File: src/rtl/nn_pkg.sv
// Shared definitions for the output-neuron backward-pass engine.
//
// Contents:
//   - width constants for hidden activations, prediction/target, error and weights
//   - derived widths for the error difference, the error*activation product and
//     the weight sum before saturation
//   - bp_state_t : pass sequencer states
//   - sat_err    : clamp a (target - prediction) difference into the error range
//   - sat_w      : clamp an updated weight sum into the weight range
package nn_pkg;

  localparam int N_HIDDEN = 8;
  localparam int X_W      = 10;
  localparam int Y_W      = 23;
  localparam int ERR_W    = 12;
  localparam int W_W      = 8;
  localparam int LR_SHIFT = 4;

  localparam int IDX_W  = $clog2(N_HIDDEN);
  localparam int DIFF_W = Y_W + 1;
  localparam int PROD_W = ERR_W + X_W + 1;
  localparam int SUM_W  = PROD_W + 1;

  localparam logic signed [DIFF_W-1:0] ERR_HI = DIFF_W'((2 ** (ERR_W - 1)) - 1);
  localparam logic signed [DIFF_W-1:0] ERR_LO = DIFF_W'(-(2 ** (ERR_W - 1)));
  localparam logic signed [SUM_W-1:0]  W_HI   = SUM_W'((2 ** (W_W - 1)) - 1);
  localparam logic signed [SUM_W-1:0]  W_LO   = SUM_W'(-(2 ** (W_W - 1)));

  typedef enum logic [1:0] {
    IDLE,
    CAPTURE,
    UPDATE,
    DONE
  } bp_state_t;

  function automatic logic signed [ERR_W-1:0] sat_err(input logic signed [DIFF_W-1:0] v);
    logic signed [ERR_W-1:0] r;
    if (v > ERR_HI) begin
      r = ERR_HI[ERR_W-1:0];
    end else if (v < ERR_LO) begin
      r = ERR_LO[ERR_W-1:0];
    end else begin
      r = v[ERR_W-1:0];
    end
    return r;
  endfunction

  function automatic logic signed [W_W-1:0] sat_w(input logic signed [SUM_W-1:0] v);
    logic signed [W_W-1:0] r;
    if (v > W_HI) begin
      r = W_HI[W_W-1:0];
    end else if (v < W_LO) begin
      r = W_LO[W_W-1:0];
    end else begin
      r = v[W_W-1:0];
    end
    return r;
  endfunction

endpackage

File: src/rtl/weight_update_alu.sv
// Combinational single-weight update datapath.
//
// Computes new_w = sat_w(w + ((err * x) >>> LR_SHIFT)).
// The activation is unsigned and is zero-extended before the signed multiply,
// so the product sign follows the error alone.
//
// Ports:
//   w_i     in  W_W    current weight (signed)
//   x_i     in  X_W    hidden activation (unsigned)
//   err_i   in  ERR_W  saturated error (signed)
//   w_new_o out W_W    updated, saturated weight (signed)
module weight_update_alu
  import nn_pkg::*;
(
  input  logic signed [W_W-1:0]   w_i,
  input  logic        [X_W-1:0]   x_i,
  input  logic signed [ERR_W-1:0] err_i,
  output logic signed [W_W-1:0]   w_new_o
);

  logic signed [PROD_W-1:0] err_ext;
  logic signed [PROD_W-1:0] x_ext;
  logic signed [PROD_W-1:0] prod;
  logic signed [PROD_W-1:0] delta;
  logic signed [SUM_W-1:0]  sum;

  // The full product always fits PROD_W bits, so a PROD_W x PROD_W multiply
  // keeping the low half is exact. The arithmetic shift rounds toward -inf.
  always_comb begin
    err_ext = PROD_W'(err_i);
    x_ext   = $signed({{(PROD_W - X_W){1'b0}}, x_i});
    prod    = err_ext * x_ext;
    delta   = prod >>> LR_SHIFT;
    sum     = SUM_W'(w_i) + SUM_W'(delta);
    w_new_o = sat_w(sum);
  end

endmodule

File: src/rtl/backprop_weight_update.sv
// Backward-pass engine for the output neuron of the 8-hidden/1-output network.
//
// Captures a saturated error (target - prediction) and a snapshot of the hidden
// activations, then walks the 8 output weights one per cycle applying
// w_k += (err * x_k) >>> LR_SHIFT with saturation. It owns the output-weight
// register file and exposes it as a flat bus.
//
// Ports:
//   clk_i     in  1             clock
//   rst_i     in  1             asynchronous reset, active low
//   en_i      in  1             global enable; low freezes all state
//   start_i   in  1             request an update pass (IDLE only)
//   load_i    in  1             load init_w_i into the weights (IDLE only)
//   init_w_i  in  N_HIDDEN*W_W  initial weights, k at [k*W_W +: W_W]
//   x_flat_i  in  N_HIDDEN*X_W  hidden activations, k at [k*X_W +: X_W]
//   y_i       in  Y_W           network prediction
//   target_i  in  Y_W           training target
//   w_flat_o  out N_HIDDEN*W_W  current weights, same packing as init_w_i
//   err_o     out ERR_W         last captured saturated error
//   busy_o    out 1             high in CAPTURE and UPDATE
//   done_o    out 1             one-cycle pulse at pass completion
module backprop_weight_update
  import nn_pkg::*;
(
  input  logic                      clk_i,
  input  logic                      rst_i,
  input  logic                      en_i,
  input  logic                      start_i,
  input  logic                      load_i,
  input  logic [N_HIDDEN*W_W-1:0]   init_w_i,
  input  logic [N_HIDDEN*X_W-1:0]   x_flat_i,
  input  logic [Y_W-1:0]            y_i,
  input  logic [Y_W-1:0]            target_i,
  output logic [N_HIDDEN*W_W-1:0]   w_flat_o,
  output logic [ERR_W-1:0]          err_o,
  output logic                      busy_o,
  output logic                      done_o
);

  bp_state_t                state_q, state_d;
  logic [IDX_W-1:0]         index_q, index_d;
  logic signed [ERR_W-1:0]  err_q, err_d;
  logic [N_HIDDEN*X_W-1:0]  x_snap_q, x_snap_d;
  logic signed [W_W-1:0]    w_q [N_HIDDEN];
  logic signed [W_W-1:0]    w_d [N_HIDDEN];

  logic signed [DIFF_W-1:0] diff;
  logic [X_W-1:0]           alu_x;
  logic signed [W_W-1:0]    alu_w;
  logic signed [W_W-1:0]    alu_w_new;

  // One shared ALU; the weight index selects its operands from the snapshot
  // and the register file.
  assign alu_x = x_snap_q[int'(index_q) * X_W +: X_W];
  assign alu_w = w_q[index_q];

  weight_update_alu u_alu (
    .w_i     (alu_w),
    .x_i     (alu_x),
    .err_i   (err_q),
    .w_new_o (alu_w_new)
  );

  // State, index, error, snapshot and weights. Weights reset to 1..N so a
  // freshly reset network starts from its nominal initial weights.
  always_ff @(posedge clk_i or negedge rst_i) begin
    if (!rst_i) begin
      state_q  <= IDLE;
      index_q  <= '0;
      err_q    <= '0;
      x_snap_q <= '0;
      for (int k = 0; k < N_HIDDEN; k++) begin
        w_q[k] <= W_W'(k + 1);
      end
    end else begin
      state_q  <= state_d;
      index_q  <= index_d;
      err_q    <= err_d;
      x_snap_q <= x_snap_d;
      for (int k = 0; k < N_HIDDEN; k++) begin
        w_q[k] <= w_d[k];
      end
    end
  end

  // Next-state and outputs. Every update is gated by en_i so a stall simply
  // holds the machine; done is suppressed while stalled so a frozen DONE state
  // cannot stretch the pulse.
  always_comb begin
    state_d  = state_q;
    index_d  = index_q;
    err_d    = err_q;
    x_snap_d = x_snap_q;
    w_d      = w_q;
    busy_o   = (state_q == CAPTURE) || (state_q == UPDATE);
    done_o   = en_i && (state_q == DONE);

    diff = $signed({1'b0, target_i}) - $signed({1'b0, y_i});

    if (en_i) begin
      case (state_q)
        IDLE: begin
          // Load takes priority; a simultaneous start is dropped.
          if (load_i) begin
            for (int k = 0; k < N_HIDDEN; k++) begin
              w_d[k] = init_w_i[k*W_W +: W_W];
            end
          end else if (start_i) begin
            state_d = CAPTURE;
          end
        end
        CAPTURE: begin
          x_snap_d = x_flat_i;
          err_d    = sat_err(diff);
          index_d  = '0;
          state_d  = UPDATE;
        end
        UPDATE: begin
          w_d[index_q] = alu_w_new;
          index_d      = index_q + 1'b1;
          if (index_q == IDX_W'(N_HIDDEN - 1)) begin
            state_d = DONE;
          end
        end
        DONE: begin
          state_d = IDLE;
        end
        default: begin
          state_d = IDLE;
        end
      endcase
    end
  end

  assign err_o = err_q;

  for (genvar g = 0; g < N_HIDDEN; g++) begin : g_wout
    assign w_flat_o[g*W_W +: W_W] = w_q[g];
  end

endmodule

File: config.mk
export PLATFORM = sky130hd
export DESIGN_NAME = backprop_weight_update
export DESIGN_NICKNAME = d
export VERILOG_FILES = /design/src/rtl/nn_pkg.sv /design/src/rtl/weight_update_alu.sv /design/src/rtl/backprop_weight_update.sv
export SDC_FILE = /design/constraint.sdc
export NUM_CORES = 1
export LEC_CHECK = 0
export CAP_MARGIN = 0
export CORE_MARGIN = 4
export CORE_UTILIZATION = 59
export CTS_BUF_LIST = sky130_fd_sc_hd__clkbuf_2
export DETAILED_ROUTE_END_ITERATION = 12
export GPL_TIMING_DRIVEN = 1
export PLACE_DENSITY = 0.89
export SLEW_MARGIN = 20
export SYNTH_ARGS = -nofsm -noshare
export SYNTH_HDL_FRONTEND = slang
export SYNTH_HIERARCHICAL = 1
export SYNTH_SLANG_ARGS = --single-unit
File: constraint.sdc
create_clock -name clk_i -period 26 [get_ports clk_i]
set_clock_uncertainty 0.2 [all_clocks]
set_input_delay 6.5 -clock clk_i [delete_from_list [all_inputs] [get_ports clk_i]]
set_output_delay 6.5 -clock clk_i [all_outputs]
set_load 0.03 [all_outputs]
# [After elaboration in Yosys (flattened, before gate mapping)]
# Cells that the tools add are included.
[totals] wordCells=60 input_bits=195 out_inout_bits=78 reg_bits=161
[op_classes] addsub=3 reduce_logical=10 order_cmp=6 n_shift=1 muxes=17 n_eq_ne=8 multipliers=2 bitwise_logic=1
[op_table] op="64-bit one-hot mux with 2 select lines" n=1
[op_table] op="80-bit by 8-bit indexed part select with 10-bit output" n=1
[op_table] op="64-bit bitwise mux" n=1
[op_table] op="64-bit 2-to-1 mux" n=1
[op_table] op="8-bit 2-to-1 mux" n=5
[op_table] op="8-bit binary-select mux with 3-bit select" n=1
[op_table] op="8-bit demux with 3-bit select" n=1
[op_table] op="24-bit by 12-bit > comparator with 1-bit output (second input constant)" n=1
[op_table] op="24-bit by 8-bit > comparator with 1-bit output (second input constant)" n=1
[op_table] op="24-bit by 12-bit less-than comparator with 1-bit output (second input constant)" n=1
[op_table] op="24-bit by 8-bit less-than comparator with 1-bit output (second input constant)" n=1
[op_table] op="12-bit 2-to-1 mux" n=2
[op_table] op="23-bit by 23-bit subtractor with 24-bit output" n=1
[op_table] op="12-bit by 11-bit multiplier with 23-bit output" n=1
[op_table] op="8-bit by 19-bit adder with 20-bit output" n=1
[op_table] op="2-bit one-hot mux with 4 select lines" n=1
[op_table] op="3-bit by 3-bit multiplier with 6-bit output (second input constant)" n=1
[op_table] op="2-bit 2-to-1 mux" n=3
[op_table] op="2-bit != test (second input constant)" n=3
[op_table] op="3-bit one-hot mux with 2 select lines" n=1
[op_table] op="2-bit equality test (second input constant)" n=2
[op_table] op="4-bit >= comparator (second input constant)" n=1
[op_table] op="4-bit by 1-bit less-than comparator with 1-bit output (second input constant)" n=1
[op_table] op="3-bit inverter with 4-bit output" n=1
[op_table] op="other kinds (11)" n=14

# [Depth between registers and ports, before layout]
[depth] word_depth=10 ltp_mapped=41 mapped_depth_nobuf=36

# [By module]
# Netlist, hierarchy kept.
[modules_own_cells] module="backprop_weight_update" seq_area_each_um2=4045.1 cells_each=1034 area_each_um2=8851.0 instances=1
[modules_own_cells] module="weight_update_alu" seq_area_each_um2=0.0 cells_each=682 area_each_um2=5804.3 instances=1

# [Worst setup path after synthesis]
# No wires, ideal clock.
[synth_path] path_type="input-to-output" from="input port en_i" to="output port done_o" n_path_buf=0 arrival_ns=6.781 t_required_ns=19.300 setup_slack_ns=12.519 cell_stages=1 cell_sequence="and2_1"
[synth_between] elab_chain_cells=1
[synth_rtl] item="start, declared" line_no="backprop_weight_update.sv:27" source="input logic en_i,"
[synth_rtl] item="1-bit logical AND" line_no="backprop_weight_update.sv:96" source="done_o = en_i && (state_q == DONE);"
[synth_rtl] item="end, declared" line_no="backprop_weight_update.sv:37" source="output logic done_o"
# Every way passes these cells.

# [Worst setup path in the final report]
# Same ends and word-level chain as after synthesis.

==> summary by stage <==
Clock tree
CTS saw 161 sinks. The clock-pin slew on the worst setup and hold paths is 0.23 ns. The number of resized instances in the post-cts repair step is 0. TritonCTS built the clock tree. The total clock buffers created by CTS is 17.

The insertion delay of the later-clocked pin in the worst-skew pair is 0.81 ns. Once the clock tree was built, the setup fixing pass inserted 0 buffers. The clock passes through at most 2 buffers. The H-tree generated during clock tree synthesis spans 4 levels. The library cell used as clock root buffer is clkbuf_2. In this run, post-CTS hold repair placed 0 buffers.

Placed design
The HPWL after detailed placement is 34.1 mm. The last weighted congestion value of the routability-driven placer is 0.959. In this run the tool buffered the top-level ports with 272 buffer cells.

Route
The detailed-route DRC error count is 0. The length of the first detailed-routing pass in iterations is 6. The iteration-0 DRC count of the detailed router is 1730. The final layout contains routed wiring with a total length of 44.8 mm. The detailed-route vias per instance is 6.15.

In this run the remaining antenna-violating nets after routing total 0. The number of vias in the routed layout is 13919. After detailed routing, the average wire length per cell comes to 19.8 um.

Die
The floorplan has 57 rows. The die covers 27400 um2. For this design the top-level I/O count stands at 273. The initial utilization of the core area, before any placement, comes to 60.1%.

The floorplan step set the die height to 166 um. The core box area is 24400 um2. The die outline width is 166 um.

Worst hold path
The worst hold path cell count is 2. The min-delay analysis places its worst path in the category reg2reg. The sink of the worst hold path is x_snap_q[50]$_DFFE_PN0P_.

The startpoint identified for the worst hold timing path is x_snap_q[50]$_DFFE_PN0P_.

Logic synthesis
The synthesized flop and latch total is 161. The compound-cell area share of the yosys netlist is 20.0%. Summing every instance area after synthesis gives 14700 um2. The area share of fa/ha/maj cells after synthesis is 24.2%. After synthesis, the share of cell area in mux cells is 0.137%. The count of yosys warnings during synthesis is 6.

The most used flip-flop cell after synthesis is dfrtp_1. In this run the biggest area consumer among cell types represents 25.3% of the synthesized area. Counting flops with an async set or reset pin after synthesis yields a share of 100%. A synthesized cell averages 8.54 um2. The fraction of the yosys area taken by sequential cells is 27.6%. The number of nets in the synthesized netlist is 2125. Summing the areas of all and, or, nand and nor instances in the mapped netlist gives 17.0% of the synthesized area.

The count of cell types in the netlist is 80. The number of enable-type register cells in the synthesized netlist is 0. The post-synthesis instance total is 1716. The dominant combinational cell family by area after synthesis is adder cells. Ranked by total cell area, the synthesized netlist is headed by dfrtp_1, fa_1, nand2_1.

Of all cell types, the one taking the most synthesized area is dfrtp_1. Summing the areas of all xor and xnor instances in the mapped netlist gives 3.59% of the synthesized area.

Worst setup path
The critical path required time is 19.30 ns. The cell count of the worst reg-to-reg path is 33. The capturing point of the worst reg2reg path is w_flat_o[3]$_DFFE_PN0P_. The worst setup path is launched from an input port. The worst setup path is captured at an output port. Setup slack on the worst reg-to-reg path comes out at 15.99 ns. The maximum fanout encountered on the critical timing path is 5. The reg-to-reg critical path startpoint is index_q[2]$_DFFE_PN0P_. STA puts the critical path data arrival time at 7.86 ns. The launch point of the critical path is en_i. The critical path in this run is classified as in2out.

Global route
The largest net degree at the start of global routing is 103. In the global route stage, overall resource usage came out at 32.0%. The global-route wire length before repair is 72.7 mm. The initial antenna violation count was 4. The number of global-route vias before repair came to 14296. The overflow left after global routing is 0.

Finish
The post-layout net count is 2332. The area growth from synthesis to layout is 21.6%. In the final layout, the share of cells above drive strength 1 is 5.58%.

Timing
The number of failing hold endpoints at the final stage is 0. Setup repair after global routing left no endpoint under its margin. At the pin with the least slew margin, the transition time is 0.970 ns.

The post-route minimum period is 14.56 ns. Headroom to the max-slew limit came out at 35.3%. The post-route fraction of the period consumed by the critical path is 56.0%. The final setup violation count is 0.

The total negative slack for setup checks is 0 ns. The final count of pins violating max slew is 0. Static timing analysis puts the maximum clock frequency at 68.7 MHz.

Flow run
The count of max-cap constraint violations is 0.

Outcome
The run finished with clean final reports.
## worst max path at each step
stage | to | slack, ns | depth (start not counted)
final | done_o | 11.44 | 3
after floorplan | done_o | 12.52 | 1
after CTS | done_o | 11.44 | 3
after detailed placement | done_o | 11.45 | 3
after global routing | done_o | 11.42 | 3
after global placement | done_o | 11.45 | 3
## kinds of logic (layout without fill, tap and decap cells)
family | Yosys count | count (layout)
other | 0 | 4
adders and majority gates | 214 | 214
xor gates and xnor gates | 60 | 60
and+or+nand+nor | 555 | 555
DFF | 161 | 161
AOI/OAI and AO/OA | 436 | 436
buffers and inverters | 288 | 508
muxes | 2 | 2
## critical path, cell delays in order
cell,delay (ns)
clkdlybuf4s50_1,0.54
and2_1,0.15
clkdlybuf4s50_1,0.67
## registers in the layout, summed over array words and instances, names as in the netlist
name      cells
index_q       3
w_flat_o     64
state_q       2
x_snap_q     80
err_o        12
## layout make-up
cell class	instances	area (um2)
diodes	4	10.0
clock buffers	17	85.1
clock inverters	15	169
fillers	1737	6580
inverters	190	713
multi-input cells	1267	9560
flip-flops and latches	161	4050
well taps	324	405
repair buffers	286	2830
## cells in the mapped netlist, types with 4 or more instances
cell and n:
nor4_1 4, a21oi_2 7, and2_1 59, a21o_1 10, ha_1 99, xnor2_1 39
inv_1 190, or3_1 5, nand2_1 354, o22ai_2 6, o21ai_1 15, dfrtp_1 148
a21oi_1 107, buf_1 5, nor2_1 41, nand2b_1 13, nand4_1 29, o21bai_1 4
o21a_1 8, o22ai_1 134, fa_1 115, o211ai_1 6, xor2_1 21, dfstp_2 13
and3_1 5, nor3_1 11, o21ai_0 21, nor2b_1 5, a31oi_1 6, clkbuf_1 88
nand3_1 7, nor3b_1 5, a22oi_1 72
## metrics by stage
step	cell area, um2	worst slack [ns]	std cells	hold slack [ns]	util (%)
after floorplan	14700	12.52	1716	0.246	-
after global placement	17500	11.45	2228	0.257	71.9
after detailed placement	17500	11.45	2228	0.264	71.9
after CTS	17800	11.44	2260	0.318	73.0
after global routing	17800	11.42	2264	0.337	73.0
final	17800	11.44	2264	0.317	73.0
## layer usage
layer / wire (um) / vias to the layer above / GRT usage [%] / share of wire (%)
li1: - / 6268 / - / -
met1: 16500 / 6587 / 38.9 / 37
met2: 21500 / 878 / 53.6 / 48
met3: 4110 / 186 / 7.10 / 9.2
met4: 2680 / 0 / 16.8 / 6.0
met5: 0 / - / 0 / 0
## layout by cell type, fill, tap and decap left out, types with 29 or more instances in the layout
master / n
a21oi_1: 107
a22oi_1: 72
and2_1: 58
clkdlybuf4s50_1: 271
dfrtp_1: 148
fa_1: 115
ha_1: 98
inv_1: 190
nand2_1: 353
nand4_1: 29
nor2_1: 39
o22ai_1: 134
xnor2_1: 39
Power is left out: the tool's default activity adds up to more than one toggle a clock period on the data nets, which glitch-free logic cannot reach.
